File: config.mk
export PLATFORM = sky130hd
export DESIGN_NAME = branch_resolve_unit
export DESIGN_NICKNAME = d
export VERILOG_FILES = /design/src/rtl/bru_pkg.sv /design/src/rtl/bht_counter_table.sv /design/src/rtl/branch_resolve_unit.sv
export SDC_FILE = /design/constraint.sdc
export NUM_CORES = 1
export LEC_CHECK = 0
export ABC_AREA = 1
export CORE_MARGIN = 3
export CORE_UTILIZATION = 35
export CTS_BUF_LIST = sky130_fd_sc_hd__clkbuf_8 sky130_fd_sc_hd__clkbuf_16
export CTS_CLUSTER_DIAMETER = 120
export DETAILED_ROUTE_END_ITERATION = 6
export DONT_BUFFER_PORTS = 1
export GPL_TIMING_DRIVEN = 1
export MAX_ROUTING_LAYER = met4
export SLEW_MARGIN = 15
export SYNTH_ARGS = -nofsm -noshare
export SYNTH_HDL_FRONTEND = slang
export SYNTH_HIERARCHICAL = 1
export SYNTH_SLANG_ARGS = --single-unit
File: constraint.sdc
create_clock -name clk -period 13.7 [get_ports clk]
set_clock_uncertainty 0.1 [all_clocks]
set_input_delay 4.11 -clock clk [delete_from_list [all_inputs] [get_ports clk]]
set_output_delay 4.11 -clock clk [all_outputs]
set_load 0.1 [all_outputs]
File: src/rtl/bru_pkg.sv
// Shared types and encodings for the EX-stage branch resolver and its history table.
// Pure declarations; no logic, latency or flow control here.
package bru_pkg;

    typedef enum logic [1:0] {
        BR_NONE = 2'd0,
        BR_COND = 2'd1,
        BR_JAL  = 2'd2,
        BR_JALR = 2'd3
    } bru_op_t;

    localparam logic [2:0] F3_BEQ  = 3'b000;
    localparam logic [2:0] F3_BNE  = 3'b001;
    localparam logic [2:0] F3_BLT  = 3'b100;
    localparam logic [2:0] F3_BGE  = 3'b101;
    localparam logic [2:0] F3_BLTU = 3'b110;
    localparam logic [2:0] F3_BGEU = 3'b111;

    typedef enum logic {
        IDLE  = 1'b0,
        FLUSH = 1'b1
    } bru_state_t;

    localparam logic [1:0] FWD_DEC     = 2'd0;
    localparam logic [1:0] FWD_MEM     = 2'd1;
    localparam logic [1:0] FWD_WB      = 2'd2;
    localparam logic [1:0] FWD_DEC_ALT = 2'd3;

    // 2-bit saturating counter step
    function automatic logic [1:0] ctr_next(input logic [1:0] ctr, input logic taken);
        logic [1:0] nxt;
        nxt = ctr;
        if (taken && ctr != 2'b11)
            nxt = ctr + 2'b01;
        else if (!taken && ctr != 2'b00)
            nxt = ctr - 2'b01;
        return nxt;
    endfunction

endpackage

File: src/rtl/bht_counter_table.sv
// Bimodal 2-bit counter table: combinational read, update lands on the next clock edge,
// so a same-index read in the update cycle returns the old value. Never stalls.
module bht_counter_table
    import bru_pkg::*;
#(
    parameter int ENTRIES = 64,
    parameter int XLEN    = 32
) (
    input  logic            clk,
    input  logic            reset,
    input  logic [XLEN-1:0] rd_pc,
    output logic            rd_taken,
    input  logic            upd_en,
    input  logic [XLEN-1:0] upd_pc,
    input  logic            upd_taken
);

    localparam int IDXW = $clog2(ENTRIES);

    logic [1:0]      ctr [ENTRIES];
    logic [IDXW-1:0] rd_idx;
    logic [IDXW-1:0] upd_idx;
    logic            unused_pc_bits;

    // Word-aligned PCs: bits [1:0] carry no information
    assign rd_idx   = rd_pc[IDXW+1:2];
    assign upd_idx  = upd_pc[IDXW+1:2];
    assign rd_taken = ctr[rd_idx][1];

    assign unused_pc_bits = ^{rd_pc[XLEN-1:IDXW+2], rd_pc[1:0],
                              upd_pc[XLEN-1:IDXW+2], upd_pc[1:0]};

    always_ff @(posedge clk) begin
        if (reset) begin
            for (int i = 0; i < ENTRIES; i++)
                ctr[i] <= 2'b01;
        end else if (upd_en) begin
            ctr[upd_idx] <= ctr_next(ctr[upd_idx], upd_taken);
        end
    end

endmodule

File: src/rtl/branch_resolve_unit.sv
// EX-stage branch/jump resolver: redirect and flush are registered (1 cycle after resolve),
// flush then holds FLUSH_CYCLES cycles; EX instructions seen during flush are squashed.
module branch_resolve_unit
    import bru_pkg::*;
#(
    parameter int XLEN         = 32,
    parameter int BHT_ENTRIES  = 64,
    parameter int FLUSH_CYCLES = 2
) (
    input  logic            clk,
    input  logic            reset,
    input  logic            ex_valid,
    input  logic            ex_stall,
    input  bru_op_t         ex_op,
    input  logic [2:0]      ex_funct3,
    input  logic [XLEN-1:0] ex_pc,
    input  logic [XLEN-1:0] ex_imm,
    input  logic [XLEN-1:0] ex_rs1,
    input  logic [XLEN-1:0] ex_rs2,
    input  logic [1:0]      fwd_sel_a,
    input  logic [1:0]      fwd_sel_b,
    input  logic [XLEN-1:0] mem_alu_result,
    input  logic [XLEN-1:0] wb_value,
    input  logic            pred_taken,
    input  logic [XLEN-1:0] pred_target,
    input  logic [XLEN-1:0] bht_rd_pc,
    output logic            bht_rd_taken,
    output logic            redirect_valid,
    output logic [XLEN-1:0] redirect_pc,
    output logic            flush,
    output logic [31:0]     stat_branches,
    output logic [31:0]     stat_mispred
);

    localparam int CNTW = (FLUSH_CYCLES > 1) ? $clog2(FLUSH_CYCLES) : 1;
    localparam logic [CNTW-1:0] CNT_INIT = CNTW'(FLUSH_CYCLES - 1);

    bru_state_t      state;
    logic [CNTW-1:0] cnt;
    logic [XLEN-1:0] opa, opb, jalr_sum, target, seq_pc;
    logic            cond_taken, taken, mispredict, resolve;

    always_comb begin
        case (fwd_sel_a)
            FWD_MEM: opa = mem_alu_result;
            FWD_WB:  opa = wb_value;
            default: opa = ex_rs1;
        endcase
        case (fwd_sel_b)
            FWD_MEM: opb = mem_alu_result;
            FWD_WB:  opb = wb_value;
            default: opb = ex_rs2;
        endcase
    end

    always_comb begin
        case (ex_funct3)
            F3_BEQ:  cond_taken = (opa == opb);
            F3_BNE:  cond_taken = (opa != opb);
            F3_BLT:  cond_taken = ($signed(opa) <  $signed(opb));
            F3_BGE:  cond_taken = ($signed(opa) >= $signed(opb));
            F3_BLTU: cond_taken = (opa <  opb);
            F3_BGEU: cond_taken = (opa >= opb);
            default: cond_taken = 1'b0;
        endcase
    end

    assign jalr_sum   = opa + ex_imm;
    assign target     = (ex_op == BR_JALR) ? {jalr_sum[XLEN-1:1], 1'b0} : ex_pc + ex_imm;
    assign seq_pc     = ex_pc + XLEN'(4);
    assign taken      = (ex_op == BR_COND) ? cond_taken : (ex_op == BR_JAL || ex_op == BR_JALR);
    assign mispredict = (taken != pred_taken) || (taken && target != pred_target);
    assign resolve    = ex_valid && !ex_stall && ex_op != BR_NONE && state == IDLE;

    // The flush window counts down regardless of ex_stall: the front end is being squashed anyway
    always_ff @(posedge clk) begin
        if (reset) begin
            state          <= IDLE;
            cnt            <= '0;
            redirect_valid <= 1'b0;
            redirect_pc    <= '0;
            flush          <= 1'b0;
        end else begin
            case (state)
                IDLE: begin
                    redirect_valid <= 1'b0;
                    if (resolve && mispredict) begin
                        state          <= FLUSH;
                        cnt            <= CNT_INIT;
                        redirect_valid <= 1'b1;
                        redirect_pc    <= taken ? target : seq_pc;
                        flush          <= 1'b1;
                    end
                end
                FLUSH: begin
                    redirect_valid <= 1'b0;
                    if (cnt == '0) begin
                        state <= IDLE;
                        flush <= 1'b0;
                    end else begin
                        cnt <= cnt - 1'b1;
                    end
                end
                default: state <= IDLE;
            endcase
        end
    end

    always_ff @(posedge clk) begin
        if (reset) begin
            stat_branches <= '0;
            stat_mispred  <= '0;
        end else if (resolve) begin
            if (stat_branches != '1)
                stat_branches <= stat_branches + 32'd1;
            if (mispredict && stat_mispred != '1)
                stat_mispred <= stat_mispred + 32'd1;
        end
    end

    bht_counter_table #(
        .ENTRIES (BHT_ENTRIES),
        .XLEN    (XLEN)
    ) u_bht (
        .clk       (clk),
        .reset     (reset),
        .rd_pc     (bht_rd_pc),
        .rd_taken  (bht_rd_taken),
        .upd_en    (resolve && ex_op == BR_COND),
        .upd_pc    (ex_pc),
        .upd_taken (taken)
    );

endmodule

After elaboration in Yosys (flattened, before gate mapping)
Memories as Yosys holds them, arrays and structs flattened.
Index checks and enable logic that the tools add are counted.
Word-level totals
  bits in registers: 100
  memories kept: 1
  output and inout bits: 99
  word-level logic and storage cells: 90
  input port bits: 270
  bits in writable memories: 128
Memory list
  u_bht.ctr: words 64, bits a word 2, rd ports 2, clocked after memory_dff 0, write ports 64, line bht_counter_table.sv:20  | logic [1:0] ctr [ENTRIES];
Operators by class
  add/sub/neg operators: 8
  bitwise operators: 1
  reduce and logical (&&, ||, !) cells: 21
  magnitude comparators: 4
  equality and inequality tests: 21
  multiplexer cells: 27
Operator list (number)
  case mux 32 bit (2 select lines): 2
  adder 32 x 1 -> 32 bit (second input constant): 2
  adder 32 bit: 2
  greater-or-equal comparator 32 bit: 2
  less-than comparator 32 bit: 2
  2-to-1 mux 32 bit: 2
  != test 32 bit: 2
  != test 32 bit (second input constant): 2
  adder 32 x 3 -> 32 bit (second input constant): 1
  == test 32 bit: 1
  == test 3 bit (second input constant): 4
  2-to-1 mux 1 bit: 12
  2-to-1 mux 2 bit: 5
  logical AND 1 bit: 9
  == test 2 bit (second input constant): 4
  case mux 1 bit (2 select lines): 4
  AND reduction 2 bit: 4
  == test 2 x 1 -> 1 bit (second input constant): 3
  2-to-1 mux 6 bit: 1
  case mux 1 bit (6 select lines): 1
  != test 2 bit (second input constant): 2
  nonzero test 2 bit: 2
  == test 3 x 1 -> 1 bit (second input constant): 1
  zero test 3 bit: 1
  9 further kinds: 11

Logic depth before layout (Yosys ltp)
Gate-level depths: netlist of the first run.
  word-level depth: 12
  depth in mapped cells: 33

Cells and area by module
The synthesis of the first run kept the hierarchy.
Modules (own cells, without submodules)
  branch_resolve_unit: instances 1, cells an instance 2299, area each 13186.4 um2
  bht_counter_table: instances 1, cells an instance 1011, area each 7707.4 um2

Least setup slack after synthesis of the first run
OpenSTA, ideal clock, no wires.
  kind: in2out
  from: input bht_rd_pc[2]
  to: output bht_rd_taken
  arrival: 5.769 ns
  path slack: 3.721 ns
  stages on the path: 8
  data required time: 9.490 ns
  cells stage by stage: clkbuf_1 > clkbuf_1 > o21ai_0 > o21ai_0 > o211ai_1 > nand3_1 > nand3b_1 > nand2_1
On the way
  longest elaborated chain between the ends: 1
RTL lines
  from (decl): line branch_resolve_unit.sv:26  | input logic [XLEN-1:0] bht_rd_pc,
  memory (64 x 2 bit)
  to (decl): line branch_resolve_unit.sv:27  | output logic bht_rd_taken,
Every way passes these cells.

Worst setup path after layout of the first run
Same ends and word-level chain as after synthesis.

==> impl_metrics.py, run 1 <==
metrics = {
    "status": {
        "outcome": "complete, no violations",
    },
    "logic_synthesis": {
        "ys_seq_area_frac": 0.280,
        "async_reset_ff_frac": 0,
        "syn_area_um2": 20900,
        "yosysTopAreaCell": "edfxtp_1",
        "synth_nets": 3684,
        "yosysWarnings": 6,
        "syn_area_per_cell_um2": 6.31,
        "synthTopCellsByCount": "nand2_1 (884), inv_1 (431), nor2_1 (417)",
        "synth_cell_types": 54,
        "yosysMostFrequentCell": "nand2_1",
        "synthesis.instances": 3310,
        "ys_ff_latch": 228,
        "synth_top_area_share": 0.184,
        "synth_area_leaders": "edfxtp_1 (18%), nand2_1 (16%), dfxtp_1 (9.6%), inv_1 (7.7%), nand3_1 (7.6%)",
        "ys.flop_type": "edfxtp_1",
        "synth_edf_count": 128,
    },
    "drt": {
        "wl_um": 73900,
        "wl_per_cell_um": 18.4,
        "first_pass_iters": 6,
        "drc": 0,
        "postRouteAntennaNets": 0,
        "drt_iter0_drc": 1886,
        "via_per_inst": 5.31,
        "vias": 21350,
    },
    "worst_setup_path": {
        "ff2ff_path_depth": 13,
        "r2r_slack_ns": 9.26,
        "reg2reg_to": "stat_mispred[1]",
        "rr_startpoint": "stat_mispred[2]",
        "crit_start": "bht_rd_pc[2]",
        "cp_max_fo": 49,
        "worst_ep_required_time_ns": 9.49,
        "cp-end-kind": "output port",
        "cp-start-kind": "primary input",
        "crit_type": "in2out",
        "cp-endpoint": "bht_rd_taken",
        "worstPathArrival_ns": 6.12,
    },
    "floorplan": {
        "start_util": 0.358,
        "die_w_um": 250,
        "dieArea_um2": 62700,
        "boundaryPins": 369,
        "rows": 88,
        "fp.dieH_um": 250,
        "core_um2": 58400,
    },
    "power_and_ir_drop": {
        "power_mw": 2.12,
        "power_density_nw_per_um2": 95.8,
        "power.leakage_nw": 9.44,
        "ir_drop_mv": 0.110,
    },
    "clock_tree": {
        "cts_made_buffers": 27,
        "htree_levels": 1,
        "post_cts_resized": 0,
        "max-clock-path-buffers": 3,
        "post-cts-setup-buffers": 0,
        "clkTransAtPathRegs_ns": 0.06,
        "insertion_delay_ns": 0.53,
        "root_buffer": "clkbuf_16",
        "cts_sinks": 228,
        "cts-hold-fix-buffers": 0,
        "tritoncts": "built",
    },
    "sta": {
        "setup_viol": 0,
        "slew_headroom": 0.223,
        "hold_viol": 0,
        "fin_crit_sh": 0.754,
        "slew_violations": 0,
        "rsz0062_at_grt": "false",
        "tightest_slew_ns": 1.16,
        "fmax_ghz": 0.0968,
        "fin_setup_tns_ns": 0,
        "timing.hold.ws_ns": 0.359,
        "fin_crit_ns": 10.33,
    },
    "placed_design": {
        "dpl-instance-area_um2": 21300,
        "portBuffers": 0,
        "dp_hpwl_um": 56100,
        "routabilityCongestion": 0.979,
    },
    "min_path": {
        "min_path_type": "reg2reg",
    },
    "grt": {
        "grt_usage": 0.232,
        "antenna_found_initial": 4,
        "grt_start_max_net_pins": 77,
        "grt_overflow": 0,
        "grt_pass1_wl_um": 113000,
        "grt_pass1_vias": 19804,
    },
    "finish": {
        "final_util": 0.379,
        "layout-drive-gt1-share": 0.0351,
        "layout.filler_cells": 6365,
        "areaGrowthSynthToFinish_pct": 5.93,
        "fin_nets": 3607,
        "stdcell_area_um2": 22100,
    },
    "job": {
        "cap_violations": 0,
    },
}
==> placed cells by master (no fill, tap or decap), drive strengths merged, types with 2 or more instances in the layout <==
cell type,n
nand2,894
inv,454
nor2,425
nand3,318
a21oi,212
o21ai,204
edfxtp,128
ha,102
dfxtp,100
nor3,67
nand4,62
xor2,46
a221o,33
o2bb2ai,29
clkbuf,29
buf,21
nand3b,20
o211ai,18
nor4,17
xnor2,15
or2,9
clkinv,8
a21o,6
o21a,6
a21boi,5
diode,4
o21bai,3
nor3b,3
clkinvlp,3
o31ai,2
a31oi,2
nor4b,2
a211oi,2
fa,2
==> per-stage QoR <==
stage / cells / setup WS, ns
after floorplan: 3310 / 3.72
after global placement: 3969 / 3.19
after detailed placement: 3969 / 3.11
after global routing: 4021 / 2.99
final: 4021 / 3.37
after CTS: 4017 / 3.44
==> layer usage <==
layer,GRT usage,routed length (um),vias to the layer above
li1,-,-,10782
met1,0.302,31900,9603
met2,0.367,33200,840
met3,0.0416,6340,125
met4,0.0684,2410,0
met5,-,0,-
==> how the worst min path moves through the flow <==
stage                     startpoint                to  slack, ns  depth (start not counted)
finish              stat_mispred[25]  stat_mispred[25]       0.36                          2
global route        stat_mispred[25]  stat_mispred[25]       0.38                          2
CTS                 stat_mispred[25]  stat_mispred[25]       0.36                          2
detailed placement  stat_mispred[25]  stat_mispred[25]       0.35                          2
global placement    stat_mispred[25]  stat_mispred[25]       0.34                          2
floorplan                        cnt               cnt       0.36                          2
==> state kept, by name (all words and copies together), names as in the netlist <==
register	count
state	1
stat_branches	32
u_bht/ctr	128
flush	1
stat_mispred	32
cnt	1
redirect_pc	32
redirect_valid	1
==> layout make-up <==
cell class | instances | area, um^2 | area share
antenna | 4 | 10.0 | 0.000452
sequential | 228 | 5850 | 0.264
tap | 765 | 957 | 0.0432
inverter | 447 | 1680 | 0.0759
multi-input combinational | 2508 | 12700 | 0.572
timing repair buffer | 21 | 158 | 0.00712
clock buffer | 29 | 703 | 0.0318
clock inverter | 19 | 124 | 0.00560
==> power breakdown <==
group          switching, mW  total (mW)  internal [mW]  leakage, nW
logic                  0.442       0.645          0.203         7.08
registers             0.0668       0.802          0.736         1.94
clock network          0.286       0.673          0.387        0.420
total                  0.795        2.12           1.33         9.44
==> kinds of logic (layout without fill, tap and decap cells) <==
group           count (synthesis)  count (layout)  synth area share
fa+ha+maj                     104             104            0.0630
other cells                     0               4                 0
simple gates                 1818            1818             0.372
compound gates                525             525             0.145
xor+xnor                       61              61            0.0256
buf+inv                       574             516             0.114
flops                         228             228             0.280
==> critical path, stage by stage <==
cell and delay [ns]:
inv_1 0.57, nor2_1 0.08, o21ai_0 0.25, o211ai_1 0.17
nand3_1 0.14, nand3b_1 0.08, nand2_1 0.70
Note: power is estimated with default switching activity, not from simulation.
==> run 2, diff against run 1 <==
==> constraint.sdc (replaced) <==
create_clock -name clk -period 10.3 [get_ports clk]
set_clock_uncertainty 0.1 [all_clocks]
set_input_delay 3.09 -clock clk [delete_from_list [all_inputs] [get_ports clk]]
set_output_delay 3.09 -clock clk [all_outputs]
set_load 0.1 [all_outputs]
==> run 2 against run 1 <==
  * The flow now finishes with violations (design-rule violations)
  * Core utilization up 0.12 points
  * Routed wire length increased by 0.32%
  * Sequential cell count did not move
  * Combinational power grew 33%
  * Final area is 0.32% higher
  * Largest power group unchanged
==> impl_metrics.py, run 2 (same netlist as run 1, synthesis figures left out) <==
metrics = {
    "sta": {
        "fin_setup_tns_ns": 0,
        "tightest_slew_ns": 1.15,
        "fmax_ghz": 0.121,
        "rsz0062_at_grt": "false",
        "fin_crit_ns": 8.29,
        "hold_viol": 0,
        "slew_headroom": 0.235,
        "setup_ws_ns": 2.01,
        "setup_viol": 0,
        "slew_violations": 0,
        "fin_crit_sh": 0.805,
    },
    "drt": {
        "wl_um": 74100,
        "drc": 1,
        "first_pass_iters": 7,
        "vias": 21510,
        "via_per_inst": 5.35,
        "wl_per_cell_um": 18.4,
        "postRouteAntennaNets": 0,
        "drt_iter0_drc": 1837,
    },
    "finish": {
        "layout_common_cells": "nand2_1 (884), inv_1 (436), nor2_1 (417), nand3_1 (316), a21oi_1 (209)",
        "fin_nets": 3608,
        "largest_reg_flops": 128,
        "layout.filler_cells": 6416,
        "layout-drive-gt1-share": 0.0366,
        "final_util": 0.381,
        "layout_commonest_cell": "nand2_1",
        "stdcell_area_um2": 22200,
        "top_register": "u_bht/ctr",
        "areaGrowthSynthToFinish_pct": 6.28,
    },
    "worst_setup_path": {
        "cp-end-kind": "output port",
        "worstPathCellList": "inv_1 > nor2_1 > o211ai_1 > o211ai_1 > nand3_1 > nand3_1 > nand2_1",
        "crit_slowest_cell": "nand2_1",
        "rr_startpoint": "stat_mispred[2]",
        "worst_ep_required_time_ns": 7.11,
        "cp_num_buf_inv": 1,
        "r2r_slack_ns": 5.84,
        "worstPathArrival_ns": 5.10,
        "cp-start-kind": "primary input",
        "crit_type": "in2out",
        "max_stage_delay_ns": 0.69,
        "cp_max_fo": 49,
        "reg2reg_to": "stat_mispred[30]",
        "cp_top_family": "simple AND/OR/NAND/NOR gates",
        "ff2ff_path_depth": 12,
    },
    "grt": {
        "grt_pass1_wl_um": 113000,
        "grt_start_max_net_pins": 77,
        "antenna_found_initial": 3,
        "grt_pass1_vias": 19970,
        "grt_overflow": 0,
        "grt_usage": 0.231,
    },
    "min_path": {
        "min_to": "cnt",
        "min_path_type": "reg2reg",
        "hold_path_depth": 2,
        "hold_start": "cnt",
    },
    "clock_tree": {
        "htree_levels": 1,
        "cts_made_buffers": 26,
        "clkTransAtPathRegs_ns": 0.06,
        "post_cts_resized": 0,
        "tritoncts": "built",
        "max-clock-path-buffers": 3,
        "root_buffer": "clkbuf_16",
        "post-cts-setup-buffers": 0,
        "cts_sinks": 228,
        "insertion_delay_ns": 0.57,
        "cts-hold-fix-buffers": 0,
    },
    "job": {
        "cap_violations": 0,
    },
    "status": {
        "failed_checks": "design-rule violations",
        "outcome": "finished with violations",
    },
    "floorplan": {
        "boundaryPins": 369,
        "fp.dieH_um": 250,
        "dieArea_um2": 62700,
        "die_w_um": 250,
        "start_util": 0.358,
        "rows": 88,
        "core_um2": 58400,
    },
    "power_and_ir_drop": {
        "power_density_nw_per_um2": 130,
        "ir_drop_mv": 0.112,
        "power.leakage_nw": 9.49,
    },
    "placed_design": {
        "dp_slack_ns": 1.81,
        "dp_hpwl_um": 56000,
        "portBuffers": 0,
        "routabilityCongestion": 0.960,
        "dpl-instance-area_um2": 21300,
    },
}
[run 2: tightest hold or removal path, cell delays in order (launching register included)]
cell	delay, ns
dfxtp_1	0.30
nand2_1	0.07
o21ai_0	0.07
[run 2: cell type report]
class                   count  area (um^2)  area share
clock inverters            18          180     0.00811
well taps                 765          957      0.0431
inverters                 447         1680      0.0757
diodes                      3         7.51    0.000338
clock buffers              30          706      0.0318
repair buffers             23          173     0.00778
flip-flops and latches    228         5850       0.263
multi-input cells        2508        12700       0.570
[run 2: power by group]
group / switching, mW / total (mW) / internal [mW]
registers: 0.0887 / 1.07 / 0.978
logic: 0.589 / 0.860 / 0.271
clock network: 0.388 / 0.954 / 0.566
[run 2: per-stage QoR]
stage               hold WS (ns)  std cells  total power [mW]
finish                     0.388       4022              2.88
detailed placement         0.383       3971              1.93
global placement           0.383       3971              1.93
global route               0.446       4022              3.05
floorplan                  0.358       3310              1.76
CTS                        0.392       4019              2.89
[run 2: worst max-delay path by stage]
stage | start | endpoint | slack [ns] | cells after the start
5_1_grt | fwd_sel_b[0] | cnt | 1.74 | 26
2_1_floorplan | bht_rd_pc[2] | bht_rd_taken | 2.36 | 8
4_1_cts | bht_rd_pc[2] | bht_rd_taken | 2.07 | 7
3_3_place_gp | fwd_sel_b[0] | redirect_pc[9] | 1.82 | 28
3_5_place_dp | fwd_sel_b[0] | redirect_pc[23] | 1.81 | 27
6_report | bht_rd_pc[2] | bht_rd_taken | 2.01 | 7
[run 2: layer usage]
layer / track usage / up-vias / share of wire
met5: - / - / 0
met4: 0.0733 / 0 / 0.034
met3: 0.0478 / 115 / 0.095
met2: 0.368 / 799 / 0.45
met1: 0.294 / 9821 / 0.42
li1: - / 10775 / -
==> run 3, diff against run 2 <==
==> constraint.sdc (replaced) <==
create_clock -name clk -period 6.83 [get_ports clk]
set_clock_uncertainty 0.1 [all_clocks]
set_input_delay 2.049 -clock clk [delete_from_list [all_inputs] [get_ports clk]]
set_output_delay 2.049 -clock clk [all_outputs]
set_load 0.1 [all_outputs]
==> run 3 against run 2 <==
  * The flow now finishes without violations
  * Sequential cell count did not move
  * Clock power rose by 50%
  * Final cell count rose by 0.45%
  * Combinational power is 57% higher
  * Sequential power rose by 50%
  * Clock-buffer cell count grew 1
  * Critical endpoint is now u_bht/ctr[21][0]
  * Global-route usage rose by 0.51 points
==> impl_metrics.py, run 3 (same netlist as run 1, synthesis figures left out) <==
metrics = {
    "finish": {
        "fin_nets": 3626,
        "layout_common_cells": "nand2_1 (884), inv_1 (437), nor2_1 (417), nand3_1 (316), a21oi_1 (209)",
        "final_util": 0.384,
        "top_register": "u_bht/ctr",
        "layout_commonest_cell": "nand2_1",
        "largest_reg_flops": 128,
        "final_cells": 4040,
        "layout-drive-gt1-share": 0.0413,
        "layout.filler_cells": 6456,
        "stdcell_area_um2": 22400,
        "areaGrowthSynthToFinish_pct": 7.33,
    },
    "min_path": {
        "min_path_type": "reg2reg",
    },
    "sta": {
        "setup_viol": 0,
        "slew_violations": 0,
        "slew_headroom": 0.213,
        "fin_crit_sh": 0.887,
        "fin_setup_tns_ns": 0,
        "timing.hold.ws_ns": 0.389,
        "fin_crit_ns": 6.06,
        "hold_viol": 0,
        "tightest_slew_ns": 1.18,
        "rsz0062_at_grt": "false",
        "fmax_ghz": 0.165,
        "setup_ws_ns": 0.773,
    },
    "power_and_ir_drop": {
        "internal_power_mw": 2.76,
        "power_density_nw_per_um2": 196,
        "power.leakage_nw": 9.60,
        "power_mw": 4.39,
        "p_sw_mw": 1.63,
        "p_seq_frac": 0.366,
        "ir_drop_mv": 0.254,
        "swShare": 0.371,
        "p_comb_frac": 0.308,
        "clkPwrFrac": 0.325,
    },
    "worst_setup_path": {
        "cp-end-kind": "register",
        "crit_type": "in2reg",
        "worstPathArrival_ns": 6.22,
        "cp-start-kind": "primary input",
        "worst_ep_required_time_ns": 7.00,
        "cp_max_fo": 64,
    },
    "drt": {
        "m1WireLength_um": 32000,
        "wl_um": 75300,
        "drc": 0,
        "first_pass_iters": 5,
        "wl_met3_um": 6680,
        "postRouteAntennaNets": 0,
        "wl_per_cell_um": 18.6,
        "drt_iter0_drc": 1711,
        "highest-signal-layer": "met4",
        "wl_met2_um": 34600,
        "via_per_inst": 5.32,
        "vias": 21476,
    },
    "clock_tree": {
        "cts_sinks": 228,
        "insertion_delay_ns": 0.57,
        "root_buffer": "clkbuf_16",
        "htree_levels": 1,
        "cts-hold-fix-buffers": 0,
        "post-cts-setup-buffers": 0,
        "max-clock-path-buffers": 3,
        "post_cts_resized": 0,
        "cts_made_buffers": 27,
        "tritoncts": "built",
        "clkTransAtPathRegs_ns": 0.06,
    },
    "grt": {
        "grt_pass1_vias": 19972,
        "grt_overflow": 0,
        "grt_pass1_wl_um": 115000,
        "antenna_found_initial": 3,
        "grt_usage": 0.236,
        "grt_start_max_net_pins": 77,
    },
    "placed_design": {
        "routabilityCongestion": 0.970,
        "placed_cells": 3988,
        "dp_hpwl_um": 57700,
        "dp_slack_ns": 0.251,
        "dpl-instance-area_um2": 21500,
        "portBuffers": 0,
    },
    "job": {
        "cap_violations": 0,
    },
    "floorplan": {
        "fp.dieH_um": 250,
        "die_w_um": 250,
        "rows": 88,
        "start_util": 0.358,
        "core_um2": 58400,
        "boundaryPins": 369,
        "dieArea_um2": 62700,
    },
    "status": {
        "outcome": "complete, no violations",
    },
}
-- run 3: changes by cell type in the layout (fill, tap and decap cells not counted), sizes merged --
cell,delta
buf,+17
inv,+2
clkinv,-1
clkbuf,+1
bufinv,-1
-- run 3: final timing paths --
check                                       from               end  slack (ns)  cells after the start
worst max register to register   stat_mispred[2]   stat_mispred[2]        3.02                     13
worst max-delay path                fwd_sel_a[0]  u_bht/ctr[21][0]        0.77                     23
worst min-delay path            stat_mispred[26]  stat_mispred[26]        0.39                      2
worst min register to register  stat_mispred[26]  stat_mispred[26]        0.39                      2
-- run 3: layout make-up --
cell class	count	area, um^2	share of cell area
tap	765	957	0.0427
antenna	3	7.51	0.000335
sequential	228	5850	0.261
inverter	447	1680	0.0749
multi-input combinational	2508	12700	0.564
clock buffer	31	731	0.0326
timing repair buffer	40	400	0.0179
clock inverter	18	148	0.00658
-- run 3: power groups by stage --
stage                     clock network (mW)  registers (mW)  logic (mW)
after floorplan                            0            1.63        1.03
after global placement                     0            1.64        1.32
after detailed placement                   0            1.64        1.33
after CTS                               1.46            1.61        1.34
after global routing                    1.52            1.61        1.53
final                                   1.43            1.61        1.35
-- run 3: worst max-delay path, stage by stage --
cell and delay (ns):
inv_1 0.02, ha_1 0.39, inv_2 0.31, nor2_1 0.12, a21oi_1 0.34, ha_1 0.35
a21oi_1 0.17, o21a_1 0.13, nand2_1 0.05, a21oi_1 0.23, nand2_1 0.12, o21ai_0 0.15
nand2_1 0.06, nor2_1 0.34, nand3_1 0.16, nand2_1 0.12, inv_2 0.14, inv_1 0.09
nor2_1 0.06, nor2_1 0.13, nand3b_1 0.18, buf_12 0.33, nand3_1 0.13
-- run 3: per-layer routing --
metal,global-route usage,vias up
li1,-,10813
met1,0.303,9780
met2,0.381,782
met3,0.0480,101
met4,0.0620,0
met5,-,-
